File: config.mk
export PLATFORM = sky130hd
export DESIGN_NAME = wb_b3_burst_master
export DESIGN_NICKNAME = d
export VERILOG_FILES = /design/src/rtl/wb_b3_burst_master.sv
export SDC_FILE = /design/constraint.sdc
export NUM_CORES = 1
export LEC_CHECK = 0
export BUFFER_PORTS_ARGS = -buffer_cell sky130_fd_sc_hd__buf_2
export CAP_MARGIN = 20
export CORE_MARGIN = 3
export CORE_UTILIZATION = 50
export CTS_BUF_LIST = sky130_fd_sc_hd__clkbuf_2 sky130_fd_sc_hd__clkbuf_4 sky130_fd_sc_hd__clkbuf_8
export DETAILED_ROUTE_END_ITERATION = 10
export PLACE_DENSITY = 0.86
export SLEW_MARGIN = 20
export SYNTH_ARGS = -nofsm -noshare
export SYNTH_HDL_FRONTEND = slang
export SYNTH_SLANG_ARGS = --single-unit
File: constraint.sdc
create_clock -name wb_clk_i -period 4.3 [get_ports wb_clk_i]
set_input_delay 0.215 -clock wb_clk_i [delete_from_list [all_inputs] [get_ports wb_clk_i]]
set_output_delay 0.215 -clock wb_clk_i [all_outputs]
set_load 0.05 [all_outputs]
File: src/rtl/wb_b3_burst_master.sv
`default_nettype none
// ============================================================================
// Module      : wb_b3_burst_master
// Description : Wishbone B3 initiator. One command becomes a classic single
//               access or a registered-feedback incrementing burst (linear,
//               wrap-4/8/16). Write data comes from a valid/ready stream, read
//               data goes out on a valid-only stream. Each command ends with a
//               done pulse carrying an error flag.
// Options     : `define WB_MASTER_TIMEOUT_EN to build an 8-bit watchdog that
//               aborts a beat left unanswered for 255 cycles.
// Revision    : 1.0 - initial release
// ============================================================================
module wb_b3_burst_master #(
    parameter int aw = 32,
    parameter int dw = 32
) (
    input  logic          wb_clk_i,
    input  logic          wb_rst_i,
    // command
    input  logic          cmd_valid_i,
    output logic          cmd_ready_o,
    input  logic          cmd_we_i,
    input  logic [aw-1:0] cmd_adr_i,
    input  logic [3:0]    cmd_len_i,
    input  logic [1:0]    cmd_bte_i,
    // write-data stream
    input  logic [dw-1:0] wr_dat_i,
    input  logic          wr_valid_i,
    output logic          wr_ready_o,
    // read-data stream
    output logic [dw-1:0] rd_dat_o,
    output logic          rd_valid_o,
    // completion
    output logic          done_o,
    output logic          err_o,
    // Wishbone master
    output logic [aw-1:0] wb_adr_o,
    output logic [dw-1:0] wb_dat_o,
    output logic [3:0]    wb_sel_o,
    output logic          wb_we_o,
    output logic          wb_cyc_o,
    output logic          wb_stb_o,
    output logic [2:0]    wb_cti_o,
    output logic [1:0]    wb_bte_o,
    input  logic [dw-1:0] wb_dat_i,
    input  logic          wb_ack_i,
    input  logic          wb_err_i,
    input  logic          wb_rty_i
);

    typedef enum logic [0:0] {
        S_IDLE = 1'b0,
        S_BUS  = 1'b1
    } state_t;

    // Byte-address masks of the word-index field that wraps in each mode
    localparam logic [aw-1:0] c_MASK_LIN   = {aw{1'b1}};
    localparam logic [aw-1:0] c_MASK_WRAP4 = aw'(32'h0000_000C);
    localparam logic [aw-1:0] c_MASK_WRAP8 = aw'(32'h0000_001C);
    localparam logic [aw-1:0] c_MASK_WRP16 = aw'(32'h0000_003C);
    localparam logic [aw-1:0] c_WORD_ALIGN = ~aw'(3);

    state_t          state_q, state_d;
    logic            we_q, we_d;
    logic [aw-1:0]   adr_q, adr_d;
    logic [1:0]      bte_q, bte_d;
    logic [3:0]      cnt_q, cnt_d;
    logic            single_q, single_d;
    logic            cyc_q, cyc_d;
    logic            rd_valid_q, rd_valid_d;
    logic [dw-1:0]   rd_dat_q, rd_dat_d;
    logic            done_q, done_d;
    logic            err_q, err_d;

    logic [aw-1:0]   w_wrap_mask;
    logic [aw-1:0]   w_adr_inc;
    logic [aw-1:0]   w_adr_next;
    logic            w_abort_rsp;
    logic            w_timeout;

    // Select which address bits are allowed to count for the latched burst type
    always_comb begin
        w_wrap_mask = c_MASK_LIN;
        case (bte_q)
            2'b01:   w_wrap_mask = c_MASK_WRAP4;
            2'b10:   w_wrap_mask = c_MASK_WRAP8;
            2'b11:   w_wrap_mask = c_MASK_WRP16;
            default: w_wrap_mask = c_MASK_LIN;
        endcase
    end

    // Wrapping: only the masked index field takes the incremented value, so the
    // carry out of that field is discarded
    assign w_adr_inc   = adr_q + aw'(4);
    assign w_adr_next  = (adr_q & ~w_wrap_mask) | (w_adr_inc & w_wrap_mask);
    assign w_abort_rsp = wb_err_i | wb_rty_i | w_timeout;

`ifdef WB_MASTER_TIMEOUT_EN
    logic [7:0] wdog_q, wdog_d;

    assign w_timeout = (wdog_q == 8'hFF);

    // Watchdog counts unanswered strobe cycles; holds during write stalls
    always_comb begin
        wdog_d = 8'd0;
        if ((state_q == S_BUS) && (state_d == S_BUS)) begin
            if (wb_ack_i | wb_err_i | wb_rty_i)
                wdog_d = 8'd0;
            else if (wb_stb_o)
                wdog_d = wdog_q + 8'd1;
            else
                wdog_d = wdog_q;
        end
    end

    // Watchdog register
    always_ff @(posedge wb_clk_i or posedge wb_rst_i) begin
        if (wb_rst_i)
            wdog_q <= 8'd0;
        else
            wdog_q <= wdog_d;
    end
`else
    assign w_timeout = 1'b0;
`endif

    // Next-state, beat bookkeeping and completion decisions
    always_comb begin
        state_d    = state_q;
        we_d       = we_q;
        adr_d      = adr_q;
        bte_d      = bte_q;
        cnt_d      = cnt_q;
        single_d   = single_q;
        cyc_d      = cyc_q;
        rd_valid_d = 1'b0;
        rd_dat_d   = rd_dat_q;
        done_d     = 1'b0;
        err_d      = 1'b0;
        case (state_q)
            S_IDLE: begin
                if (cmd_valid_i) begin
                    state_d  = S_BUS;
                    we_d     = cmd_we_i;
                    adr_d    = cmd_adr_i & c_WORD_ALIGN;
                    bte_d    = cmd_bte_i;
                    cnt_d    = cmd_len_i;
                    single_d = (cmd_len_i == 4'd0);
                    cyc_d    = 1'b1;
                end
            end
            S_BUS: begin
                if (wb_stb_o && w_abort_rsp) begin
                    // Abort: the beat carries no data
                    state_d = S_IDLE;
                    cyc_d   = 1'b0;
                    done_d  = 1'b1;
                    err_d   = 1'b1;
                end else if (wb_stb_o && wb_ack_i) begin
                    cnt_d = cnt_q - 4'd1;
                    adr_d = w_adr_next;
                    if (!we_q) begin
                        rd_valid_d = 1'b1;
                        rd_dat_d   = wb_dat_i;
                    end
                    if (cnt_q == 4'd0) begin
                        state_d = S_IDLE;
                        cyc_d   = 1'b0;
                        done_d  = 1'b1;
                    end
                end
            end
            default: begin
                state_d = S_IDLE;
                cyc_d   = 1'b0;
            end
        endcase
    end

    // State and datapath registers; reset drops any cycle without a done pulse
    always_ff @(posedge wb_clk_i or posedge wb_rst_i) begin
        if (wb_rst_i) begin
            state_q    <= S_IDLE;
            we_q       <= 1'b0;
            adr_q      <= '0;
            bte_q      <= 2'b00;
            cnt_q      <= 4'd0;
            single_q   <= 1'b0;
            cyc_q      <= 1'b0;
            rd_valid_q <= 1'b0;
            rd_dat_q   <= '0;
            done_q     <= 1'b0;
            err_q      <= 1'b0;
        end else begin
            state_q    <= state_d;
            we_q       <= we_d;
            adr_q      <= adr_d;
            bte_q      <= bte_d;
            cnt_q      <= cnt_d;
            single_q   <= single_d;
            cyc_q      <= cyc_d;
            rd_valid_q <= rd_valid_d;
            rd_dat_q   <= rd_dat_d;
            done_q     <= done_d;
            err_q      <= err_d;
        end
    end

    // Write strobe and data follow the stream so a stall simply lowers stb
    assign wb_stb_o    = cyc_q & (we_q ? wr_valid_i : 1'b1);
    assign wb_dat_o    = (cyc_q & we_q) ? wr_dat_i : '0;
    assign wb_cyc_o    = cyc_q;
    assign wb_we_o     = cyc_q & we_q;
    assign wb_sel_o    = cyc_q ? 4'hF : 4'h0;
    assign wb_bte_o    = cyc_q ? bte_q : 2'b00;
    assign wb_adr_o    = adr_q;
    assign wb_cti_o    = (!cyc_q || single_q) ? 3'b000 :
                         (cnt_q != 4'd0)      ? 3'b010 : 3'b111;
    assign wr_ready_o  = wb_ack_i & wb_stb_o & wb_we_o;
    assign cmd_ready_o = (state_q == S_IDLE);
    assign rd_valid_o  = rd_valid_q;
    assign rd_dat_o    = rd_dat_q;
    assign done_o      = done_q;
    assign err_o       = err_q;

endmodule
`default_nettype wire

[Yosys cells after proc, flatten, opt, wreduce, memory -nomap -nowiden]
Cells that the tools add are included.
Operators by class
  equality and inequality tests: 8
  add/sub/neg operators: 2
  reductions and logical operators: 11
  bitwise operators: 12
  mux-type cells: 35
Operators with widths (number)
  $mux 32: 4
  $pmux 32 s3: 1
  $and 32x32->32: 2
  $pmux 32 s2: 1
  $add 32x3->32 const B: 1
  $not 32->32: 1
  $or 32x32->32: 1
  $mux 1: 19
  $mux 4: 4
  $logic_not 4->1: 2
  $pmux 4 s2: 1
  $mux 3: 2
  $ne 3x1->1 const B: 2
  $reduce_and 3->1: 2
  $and 1x1->1: 4
  $eq 2x2->1 const B: 2
  $ne 2x2->1 const B: 2
  $pmux 1 s2: 2
  $reduce_and 4->1: 1
  $reduce_bool 4->1: 1
  $sub 4x1->4 const B: 1
  $not 1->1: 3
  $eq 2x1->1 const B: 1
  $logic_and 1x1->1: 2
  6 further kinds: 6
Storage, ports and cells
  output and inout bits: 113
  input port bits: 110
  register bits: 77
  word-level logic and storage cells: 79

[Longest topological paths before layout]
  depth in word-level cells: 8
  mapped depth: 9
  gate-level depth less buffers: 7

[Worst setup path before layout]
No wires, ideal clock.
  kind: reg2out
  from: register cyc_q (netlist: wb_cyc_o)
  to: output port wb_cti_o[2]
  setup slack: 1470 ps
  stages on the path, launching flop included: 6
  data arrival time: 2615 ps
  path buffers: 2
  required time: 4085 ps
  path through: dfrtp_1 > clkbuf_1 > inv_1 > nor2_1 > and2_1 > buf_4
Between the ends
  longest elaborated chain between the ends: 3
Ends and longest elaborated chain
  start, declared: line 69  | logic cyc_q, cyc_d;
  start signal, assigned: line 201  | cyc_q <= cyc_d;
  $logic_not 1->1: line 217  | assign wb_cti_o = (!cyc_q || single_q) ? 3'b000 :
  $logic_or 1x1->1: line 217
  $mux 3: line 217
  end, declared: line 43  | output logic [2:0] wb_cti_o,
Every way passes these cells.

==> impl_metrics.py <==
metrics = {
    "route": {
        "viasPerCell": 5.63,
        "ant_nets": 0,
        "first_pass_iters": 5,
        "drt_iter0_drc": 196,
        "post_drt_wl_per_cell_um": 17.4,
        "drt-total-wl_um": 12800,
        "vias": 4158,
        "drc": 0,
    },
    "logic_synthesis": {
        "synth_cell_types": 50,
        "syn_inst": 430,
        "ys_seq_area_frac": 0.464,
        "yosys_warnings": 0,
        "synth_seq_cells": 77,
        "synth_edf_count": 0,
        "syn_nets": 544,
        "synth_ff_type": "dfrtp_1",
        "avgSynthCellArea_um2": 9.65,
        "synth-async-reset-ratio": 1.00,
        "syn-cell-area_um2": 4150,
    },
    "clock_tree": {
        "clock_sinks": 77,
        "cts_made_buffers": 9,
        "cts_tree": "yes",
        "cts_setup_buffers": 0,
        "root_buffer": "clkbuf_8",
        "clock_path_buffers": 2,
        "cts-htree-levels": 3,
        "clock_latency_ps": 340,
        "clk_pin_slew_ps": 80,
    },
    "finish": {
        "antennaDiodeCount": 0,
        "fin_cells": 738,
        "n_fill_cell": 633,
        "final_area_um2": 5510,
        "fin_nets": 746,
        "drive_gt1_frac": 0.442,
        "syn_to_final_growth_pct": 32.8,
    },
    "die": {
        "io_pins": 223,
        "die_w_um": 97.1,
        "std_cell_rows": 32,
        "start_util": 0.526,
        "dieArea_um2": 9430,
        "core_area_um2": 7890,
        "die_h_um": 97.1,
    },
    "global_routing": {
        "antenna_found_initial": 0,
        "grt.total_usage": 0.267,
        "grt_pass1_vias": 3989,
        "grt_first_pass_wirelength_um": 20700,
        "grt_start_max_net_pins": 44,
        "overflow": 0,
    },
    "worst_setup_path": {
        "cp_top_family": "flip-flops",
        "path_class": "reg -> reg",
        "worstPathArrival_ps": 2900,
        "path_cells": "inv_1, nand2_1, and2_1, o21ai_0, o311ai_0",
        "crit_path_max_fanout": 25,
        "path_buf_inv": 1,
        "setup.worst_path.end_class": "register",
        "slowest_delay_ps": 870,
        "cp.required_ps": 4530,
        "start_kind": "register",
        "reg2reg_slack_ps": 1630,
        "critPathSlowestCell": "dfrtp_1",
    },
    "job": {
        "cap_violations": 0,
    },
    "timing": {
        "finalSetupViolCount": 0,
        "worst_slew_margin_rel": 0.364,
        "finalHoldViolCount": 0,
        "final_max_slew_viol_count": 0,
        "tns_ps": 0,
        "rsz0062_at_grt": "no",
        "tightest_slew_ps": 955,
        "timing.hold.ws_ps": 68.5,
        "period_share": 0.620,
        "final.setup_skew_ps": 9.88,
        "period_needed_ps": 2670,
        "fmax_mhz": 375,
    },
    "pwr": {
        "pwr-share-clk": 0.143,
        "internal-power_w": 0.00219,
        "p_leak_nw": 2.95,
        "max-vdd-ir-drop_uv": 449,
        "p_sw_frac": 0.558,
        "cellPowerDensity_nw_per_um2": 899,
        "p_sw_w": 0.00276,
        "pwr-share-comb": 0.567,
        "p_seq_frac": 0.290,
    },
    "min_path": {
        "hp-class": "in -> reg",
    },
    "placement": {
        "routabilityCongestion": 0.882,
        "place_area_um2": 5240,
        "placed_cells": 722,
        "dpl.hpwl_um": 9590,
        "port_buffers": 220,
    },
    "run_status": {
        "status": "finished clean",
    },
}
## synthesized netlist by cell type (5+ instances only)
master    count  area share
inv_1        12       0.011
mux2_2       32       0.087
nand4_1      11       0.017
a21oi_1      29       0.035
buf_4         5      0.0090
a31oi_1       6      0.0090
nand3_1      15       0.018
nor2_1       28       0.025
clkbuf_1     19       0.017
and2_1        6      0.0090
o21ai_0      28       0.034
o22ai_1       5      0.0075
dfrtp_1      77        0.46
buf_2         9       0.011
nand2_1      27       0.024
nor3_1        9       0.011
and3_1       45       0.068
## cell type report
class / count / area, µm² / area share
Sequential cell: 77 / 1930 / 0.350
Timing Repair Buffer: 228 / 1160 / 0.211
Tap cell: 102 / 128 / 0.0232
Clock inverter: 6 / 136 / 0.0248
Inverter: 12 / 45.0 / 0.00818
Clock buffer: 9 / 124 / 0.0225
Multi-Input combinational cell: 304 / 1980 / 0.360
## power by group through the flow
stage | Combinational [W] | Clock (W) | Sequential (W)
after floorplan | 0.00133 | 0 | 0.00225
after global placement | 0.00277 | 0 | 0.00140
after detailed placement | 0.00281 | 0 | 0.00144
after CTS | 0.00282 | 0.000720 | 0.00142
after global routing | 0.00296 | 0.000755 | 0.00150
final | 0.00281 | 0.000707 | 0.00144
## cell families (layout without fill, tap and decap cells)
family | after synthesis | after routing | share of synthesized area
AOI/OAI and AO/OA | 95 | 95 | 0.141
muxes | 35 | 35 | 0.0941
adders and majority gates | 4 | 4 | 0.0121
and+or+nand+nor | 170 | 170 | 0.231
buffers and inverters | 49 | 255 | 0.0573
DFF | 77 | 77 | 0.464
## tightest hold or removal path, stage by stage
cell,delay [ps]
buf_2,70
nand2_1,40
nand2_1,50
## through the flow
stage	total power, W	utilization	setup WS [ps]
6_report	0.00495	0.698	1630
5_1_grt	0.00521	0.698	1420
4_1_cts	0.00496	0.698	1670
3_5_place_dp	0.00425	0.664	1700
3_3_place_gp	0.00417	0.664	1740
2_1_floorplan	0.00358	-	1470
## routing by layer
layer,track usage,wire (µm),part of all wire,vias up
li1,-,-,-,1976
met1,0.366,5360,0.42,1946
met2,0.428,6120,0.48,213
met3,0.0567,1110,0.086,23
met4,0.0832,223,0.017,0
met5,0,0,0,-
## layout by cell type (no fill, tap or decap), types with 2 or more instances in the layout
cell / count
a21oi_1: 29
a22oi_1: 4
a311oi_1: 2
a31oi_1: 6
a32oi_1: 2
a41o_1: 3
and2_1: 6
and3_1: 45
and4_1: 2
buf_2: 220
buf_4: 7
bufinv_16: 4
clkbuf_8: 9
dfrtp_1: 77
ha_1: 4
inv_1: 11
mux2_2: 32
mux2i_1: 3
nand2_1: 27
nand2b_1: 2
nand3_1: 15
nand4_1: 11
nor2_1: 28
nor2b_1: 4
nor3_1: 9
nor3b_1: 2
nor4_1: 4
nor4_4: 2
o211ai_1: 4
o21ai_0: 28
o22ai_1: 5
o2bb2ai_1: 2
o311ai_0: 3
or3_1: 3
or4_1: 3
## what timing repair did
action / 4_1_cts / 5_1_grt
resized for setup: 0 / 0
endpoints found under the hold margin: 35 / 0
hold buffers: 1 / 0
## final timing paths
kind,start,end,cells after the start
max,state_q,register,5
min,cmd_we_i,we_q,3
max reg2reg,state_q,register,5
min reg2reg,single_q,single_q,2
max in group asynchronous,wb_rst_i,bte_q[0],4
min in group asynchronous,wb_rst_i,rd_dat_o[31],3
No activity file was read; power rests on OpenSTA's default activity.
